### config.mk
export PLATFORM = sky130hd
export DESIGN_NAME = accel_uart_rx
export DESIGN_NICKNAME = d
export VERILOG_FILES = /design/src/rtl/accel_uart_rx.sv
export SDC_FILE = /design/constraint.sdc
export NUM_CORES = 1
export LEC_CHECK = 0
export CAP_MARGIN = 20
export CORE_ASPECT_RATIO = 2
export CORE_MARGIN = 3
export CORE_UTILIZATION = 30
export CTS_BUF_LIST = sky130_fd_sc_hd__clkbuf_4
export DETAILED_ROUTE_END_ITERATION = 10
export PLACE_DENSITY_LB_ADDON = 0.08
export SLEW_MARGIN = 5
export SYNTH_ARGS = -nofsm -noshare
export SYNTH_HDL_FRONTEND = slang
export SYNTH_SLANG_ARGS = --single-unit
### constraint.sdc
create_clock -name i_clk -period 2.8 [get_ports i_clk]
set_input_delay 0.42 -clock i_clk [delete_from_list [all_inputs] [get_ports i_clk]]
set_output_delay 0.42 -clock i_clk [all_outputs]
set_load 0.005 [all_outputs]
### src/rtl/accel_uart_rx.sv
// UART1 receiver: 2-flop synchroniser, 8N1 deserialiser and show-ahead RX FIFO.
// Define ACCEL_UART_RX_PARITY_EN to add a parity bit (8E1/8O1), i_parity_odd and o_err_parity.
module accel_uart_rx #(
   parameter int log2_fifosz = 4
) (
   input  logic                   i_clk,
   input  logic                   i_rst,
   input  logic [15:0]            i_scaler,
   input  logic [log2_fifosz:0]   i_irq_thresh,
   input  logic                   i_err_clr,
   input  logic                   i_rx,
   output logic [7:0]             o_rdata,
   output logic                   o_rvalid,
   input  logic                   i_rready,
   output logic [log2_fifosz:0]   o_level,
   output logic                   o_full,
   output logic                   o_err_frame,
   output logic                   o_err_overflow,
   output logic                   o_irq
`ifdef ACCEL_UART_RX_PARITY_EN
   ,
   input  logic                   i_parity_odd,
   output logic                   o_err_parity
`endif
);

   localparam int D = 1 << log2_fifosz;
   localparam logic [log2_fifosz:0] DEPTH = {1'b1, {log2_fifosz{1'b0}}};

   typedef enum logic [2:0] {
      IDLE, START, DATA, STOP
`ifdef ACCEL_UART_RX_PARITY_EN
      , PARITY
`endif
   } state_t;

   state_t      state, state_n;
   logic [15:0] cnt, cnt_n;
   logic [2:0]  bitidx, bitidx_n;
   logic [7:0]  shreg, shreg_n;
   logic        rx_meta, rx_s, rx_prev;
   logic        sample, push, frame_set, par_set;

   logic [7:0]             mem [D];
   logic [log2_fifosz-1:0] wr_ptr, rd_ptr;
   logic [log2_fifosz:0]   level;
   logic                   pop, push_ok, ovf_set;

   always_ff @(posedge i_clk or posedge i_rst) begin
      if (i_rst) begin
         rx_meta <= 1'b1;
         rx_s    <= 1'b1;
         rx_prev <= 1'b1;
      end else begin
         rx_meta <= i_rx;
         rx_s    <= rx_meta;
         rx_prev <= rx_s;
      end
   end

   always_ff @(posedge i_clk or posedge i_rst) begin
      if (i_rst) begin
         state  <= IDLE;
         cnt    <= '0;
         bitidx <= '0;
         shreg  <= '0;
      end else begin
         state  <= state_n;
         cnt    <= cnt_n;
         bitidx <= bitidx_n;
         shreg  <= shreg_n;
      end
   end

   assign sample = (cnt == 16'd0);

   // Half-period load on the start edge centres all later samples in their bit cells.
   always_comb begin
      state_n   = state;
      cnt_n     = cnt - 16'd1;
      bitidx_n  = bitidx;
      shreg_n   = shreg;
      push      = 1'b0;
      frame_set = 1'b0;
      par_set   = 1'b0;
      case (state)
         IDLE: begin
            if (rx_prev && !rx_s) begin
               cnt_n   = {1'b0, i_scaler[15:1]};
               state_n = START;
            end
         end
         START: begin
            if (sample) begin
               cnt_n = i_scaler;
               if (rx_s) begin
                  state_n = IDLE;
               end else begin
                  state_n  = DATA;
                  bitidx_n = 3'd0;
               end
            end
         end
         DATA: begin
            if (sample) begin
               cnt_n    = i_scaler;
               shreg_n  = {rx_s, shreg[7:1]};
               bitidx_n = bitidx + 3'd1;
               if (bitidx == 3'd7) begin
`ifdef ACCEL_UART_RX_PARITY_EN
                  state_n = PARITY;
`else
                  state_n = STOP;
`endif
               end
            end
         end
`ifdef ACCEL_UART_RX_PARITY_EN
         PARITY: begin
            if (sample) begin
               cnt_n   = i_scaler;
               par_set = (rx_s != ((^shreg) ^ i_parity_odd));
               state_n = STOP;
            end
         end
`endif
         STOP: begin
            if (sample) begin
               cnt_n     = i_scaler;
               state_n   = IDLE;
               push      = rx_s;
               frame_set = !rx_s;
            end
         end
         default: state_n = IDLE;
      endcase
   end

   // A full FIFO still accepts a byte when the head leaves in the same cycle.
   assign pop     = o_rvalid & i_rready;
   assign push_ok = push & ((level != DEPTH) | pop);
   assign ovf_set = push & ~push_ok;

   always_ff @(posedge i_clk) begin
      if (push_ok) mem[wr_ptr] <= shreg;
   end

   always_ff @(posedge i_clk or posedge i_rst) begin
      if (i_rst) begin
         wr_ptr <= '0;
         rd_ptr <= '0;
         level  <= '0;
      end else begin
         if (push_ok) wr_ptr <= wr_ptr + 1'b1;
         if (pop)     rd_ptr <= rd_ptr + 1'b1;
         case ({push_ok, pop})
            2'b10:   level <= level + 1'b1;
            2'b01:   level <= level - 1'b1;
            default: level <= level;
         endcase
      end
   end

   always_ff @(posedge i_clk or posedge i_rst) begin
      if (i_rst) begin
         o_err_frame    <= 1'b0;
         o_err_overflow <= 1'b0;
      end else begin
         o_err_frame    <= frame_set | (o_err_frame & ~i_err_clr);
         o_err_overflow <= ovf_set | (o_err_overflow & ~i_err_clr);
      end
   end

`ifdef ACCEL_UART_RX_PARITY_EN
   always_ff @(posedge i_clk or posedge i_rst) begin
      if (i_rst) o_err_parity <= 1'b0;
      else       o_err_parity <= par_set | (o_err_parity & ~i_err_clr);
   end
`else
   logic unused_par;
   assign unused_par = par_set;
`endif

   assign o_level  = level;
   assign o_rvalid = (level != '0);
   assign o_full   = (level == DEPTH);
   assign o_rdata  = o_rvalid ? mem[rd_ptr] : 8'h00;
   assign o_irq    = (i_irq_thresh != '0) && (level >= i_irq_thresh);

endmodule

# Yosys cells after proc, flatten, opt, wreduce, memory -nomap -nowiden
# Memory sizes are Yosys's and may differ from the RTL's.
# Index checks and enable logic that the tools add are counted.
# word_totals
in_bits	26
ram_bits	128
register_bits	48
output_inout_bits	18
mem_count	1
# classes
n_reduce_logical	13
magnitude_cmp	1
mux	22
addsub	6
bitwise_logic	10
eq_ne	14
# mem_list
name	words	width	rd	rd_ports_with_merged_regs	wr	line_no	source
mem	16	8	1	0	1	44	logic [7:0] mem [D];
# ops
op	count
$mux 16	2
$pmux 16 s2	1
$mux 3	8
$logic_not 16->1	1
$sub 16x1->16 const B	1
$ne 2x2->1 const B	6
$pmux 3 s4	1
$pmux 5 s2	1
$reduce_bool 5->1	2
$add 4x1->4 const B	2
$mux 8	1
$eq 3x2->1 const B	2
$mux 1	6
$pmux 3 s2	1
$add 5x1->5 const B	1
$and 1x1->1	5
$eq 5x5->1 const B	1
$ge 5x5->1	1
$ne 5x5->1 const B	1
$reduce_and 5->1	1
$sub 5x1->5 const B	1
$reduce_and 4->1	1
$reduce_bool 2->1	2
$add 3x1->3 const B	1
other kinds (12)	16

# Depth between registers and ports, before layout
# depth
depth_word	7
depth_mapped	11

# Worst setup path before layout
# Ideal clock, no wire load.
# synth_timing
path_type	register -> register
start	reg cnt[0]
end	mem mem[3][0] (enable)
setup_time_ns	0.383
t_arrival_ns	2.697
period_less_slack_ns	3.080
n_path_buf	2
path_stages_with_launch	10
setup_slack_ns	-0.280
cell_sequence	dfrtp_1 > inv_1 > ha_1 > or4b_1 > buf_2 > nor4_4 > and3_1 > buf_2 > nand2_1 > nor3_1
# synth_via
elab_chain_len	6
# synth_rtl
item	line_no	source
from (decl)	38	logic [15:0] cnt, cnt_n;
from (signal assigned)	69	cnt <= cnt_n;
$logic_not 16->1	75	assign sample = (cnt == 16'd0);
$mux 1	128	if (sample) begin
$mux 1	86	case (state)
$and 1x1->1	141	assign push_ok = push & ((level != DEPTH) | pop);
$mux 1	145	if (push_ok) mem[wr_ptr] <= shreg;
$mux 1 (not written as such)	145	
to (decl)	44	
# No other way between the ends.

# Worst setup path in the final report
# layout_timing
start	reg rd_ptr[0]
end	out o_rdata[2]
# layout_via
elab_chain_len	2
# layout_rtl
item	line_no	source
from (decl)	45	logic [log2_fifosz-1:0] wr_ptr, rd_ptr;
from (signal assigned)	155	if (pop) rd_ptr <= rd_ptr + 1'b1;
$mem_v2 16x8	-	
$mux 8	187	assign o_rdata = o_rvalid ? mem[rd_ptr] : 8'h00;
to (decl)	12	output logic [7:0] o_rdata,
# No other way between the ends.

==> summary.txt <==
Synthesis
  • Most used DFF post-synth: edfxtp_1
  • Cells after Synth: 451
  • Syn Std Cell Area: 7450 um^2
  • Top post-synthesis cells by count: edfxtp_1 (128), dfrtp_1 (44), mux4_2 (40)
  • Synth Warn #: 0
  • Mean Syn Cell Area: 16.5 um^2
  • Yosys top cell by area: edfxtp_1
  • Area contributors post-synth: edfxtp_1 (52%), dfrtp_1 (15%), mux4_2 (12%), xnor2_1 (2.6%), ha_1 (2.5%)
  • Post-synth ARST share: 26.9%
  • Synth unique cells: 48
  • Post-synth EDFFs: 128
  • Cell with the most instances after synthesis: edfxtp_1
  • Register area share after synthesis: 67.4%
  • FF+latch count, synth: 175
  • Top-area cell type share of the netlist area: 51.6%
  • Syn_nets: 492

Layout
  • Fin util: 38.0%
  • FILL cells: 2306
  • Layout net count: 594
  • Area Growth Syn to Fin: 24.5%
  • Share of cells above drive strength 1: 33.4%

Routing
  • Routed len/inst: 19.8 um
  • Drt initial violations: 256
  • Via-per-instance ratio: 4.69
  • Post-DRT Antenna Nets: 0
  • Drt drc: 0
  • Via count: 4216
  • First-pass iteration count of the detailed router: 5
  • Total Wirelength: 17800 um

Placement
  • Detailed Place HPWL: 13000 um
  • PortBufs: 43
  • GP Congestion: 0.752

Worst setup path
  • WP data required: 2.38 ns
  • CP endpoint kind: output pin
  • Critical path class: reg -> out
  • Crit start category: flop
  • Worst path arrival time: 2.63 ns
  • Crit Path Max Fanout: 5
  • CP max stage cell: mux4_2
  • CP Launch Point: rd_ptr[0]
  • Crit path cell chain: buf_12, buf_8, buf_12, mux4_2, mux4_2, nor2b_1, buf_2
  • CP max stage delay: 0.50 ns
  • Worst reg2reg startpoint: cnt[1]

Global route
  • GRT met1 Usage: 13.5%
  • Initial antenna violation count: 1
  • Total congestion overflow: 0
  • First-pass GRT wire length: 28200 um
  • Top Usage Layer GRT: met2
  • Vias in the first global route: 4685
  • Grt met2 use: 29.1%
  • M3 GR Usage: 3.17%
  • Gr usage total: 14.2%
  • Largest net degree at the start of global routing: 38

Status
  • Status: finished, violations left
  • Failing checks: negative setup slack

Flow run
  • Max cap viols: 0

Clock tree
  • Clock buffer depth: 2
  • Clk sink count: 175
  • CTS tree: done
  • Reg clk slew, reported paths: 0.13 ns
  • H-Tree Depth: 4
  • Root buffer cell: clkbuf_4
  • Clk Latency, worst-skew pair: 0.60 ns
  • Total CTS buffers: 17

Die
  • Core area: 24400 um^2
  • # IOs: 44
  • Cell row count: 81
  • DIE WIDTH: 117 um
  • Die height: 229 um
  • Starting density of the core: 30.5%
  • Die area: 26900 um^2

Timing
  • Unrepaired setup endpoints after global routing: true
  • Fin. max-slew vios: 0
  • Final setup margin: -0.249 ns
  • Relative slew slack: 43.4%
  • Clock skew: 0.0269 ns
  • Setup-failing EPs final: 8
  • Final Hold Vio Count: 0
  • Worst-Margin Slew: 0.850 ns
  • Fin crit period: 3.05 ns
  • F_max: 328 MHz
  • Final Cycle Share: 109%
  • Fin Hold WS: 0.233 ns

Pwr
  • Leak: 0.00360 uW
  • Design Power: 6640 uW
  • Pwr Density: 716 nW/um^2
  • Max VDD drop: 0.306 mV

Worst hold path
  • Hold Path Class: in -> reg
  • Min-Delay Startpoint: i_rx
## logic make-up (layout without fill, tap and decap cells)
family / count (synthesis) / count (layout) / share of synthesized area, %
fa+ha+maj: 15 / 15 / 2.52
xor+xnor: 24 / 24 / 2.82
simple gates: 98 / 98 / 7.22
other cells: 0 / 1 / 0
mux: 50 / 50 / 13.6
flops: 175 / 175 / 67.4
compound gates: 55 / 55 / 4.49
buf+inv: 34 / 149 / 1.90
## cell type report
| cell class | instances | area (um^2) | area share (%) |
|---|---|---|---|
| clock inverters | 15 | 179 | 1.93 |
| clock buffers | 17 | 128 | 1.38 |
| inverters | 16 | 62.6 | 0.675 |
| multi-input cells | 242 | 2430 | 26.2 |
| diodes | 1 | 2.50 | 0.0270 |
| well taps | 332 | 415 | 4.48 |
| repair buffers | 101 | 1030 | 11.1 |
| flip-flops and latches | 175 | 5030 | 54.2 |
## worst paths after layout
path	to	slack (ns)	depth (start not counted)
worst max-delay path	o_rdata[2]	-0.25	7
worst min-delay path	rx_meta	0.23	1
worst max register to register	o_level[4]	0.15	10
worst min register to register	rx_s	0.37	0
max in group asynchronous	o_level[0]	1.81	3
min in group asynchronous	rd_ptr[0]	0.32	2
## critical path, delay by kind of cell (launching register included)
family                 cells  cell delay, ns
buffers and inverters      4            0.51
AND/OR/NAND/NOR            1            0.15
multiplexers               2            0.96
flip-flops                 1            0.44
## stage by stage
stage	TNS, ns	setup WS (ns)	instances	instance area (um^2)
3_5_place_dp	-0.0587	-0.0587	852	8710
5_1_grt	-3.03	-0.403	899	9270
2_1_floorplan	-4.73	-0.0672	451	7490
6_report	-1.61	-0.249	899	9270
4_1_cts	-2.87	-0.341	901	9310
3_3_place_gp	-0.0294	-0.0294	852	8710
## state kept, by name, summed over array words and instances (netlist names)
register and count:
bitidx 3, cnt 16, mem 128, o_err_frame 1
o_err_overflow 1, o_level 5, rd_ptr 4, rx_meta 1
rx_prev 1, rx_s 1, shreg 8, state 2
wr_ptr 4
## placed cells by master, fill, tap and decap left out, types with 8 or more instances in the layout
cell / Yosys / layout
dfrtp_1: 44 / 42
edfxtp_1: 128 / 128
o21ai_0: 10 / 10
a21oi_1: 17 / 16
inv_1: 16 / 12
nand2_1: 18 / 18
nor2_1: 27 / 22
mux4_2: 40 / 40
mux2_2: 10 / 10
buf_2: 5 / 8
o22ai_1: 10 / 10
buf_4: 0 / 37
ha_1: 15 / 12
buf_12: 0 / 12
xnor2_1: 22 / 22
clkdlybuf4s50_1: 0 / 32
clkbuf_4: 0 / 17
nor3_1: 12 / 8
## per-layer routing
layer | wire, um | share of wire (%)
met4 | 260 | 1.5
met2 | 11100 | 62
met5 | 0 | 0
met3 | 432 | 2.4
met1 | 6030 | 34
## repair_timing
action	4_1_cts	5_1_grt
hold buffers	0	0
pin swaps	3	9
setup buffers	15	2
gates resized for setup	75	10
hold endpoints to repair	0	0
setup endpoints to repair	12	66
gates cloned	2	0
## power by group
part / total, uW / leakage (uW) / internal [uW] / switching [uW]
registers: 3140 / 0.00206 / 2940 / 205
clock network: 1540 / 0.000163 / 629 / 914
logic: 1950 / 0.00138 / 1090 / 859
(Power assumes the default switching activity.)
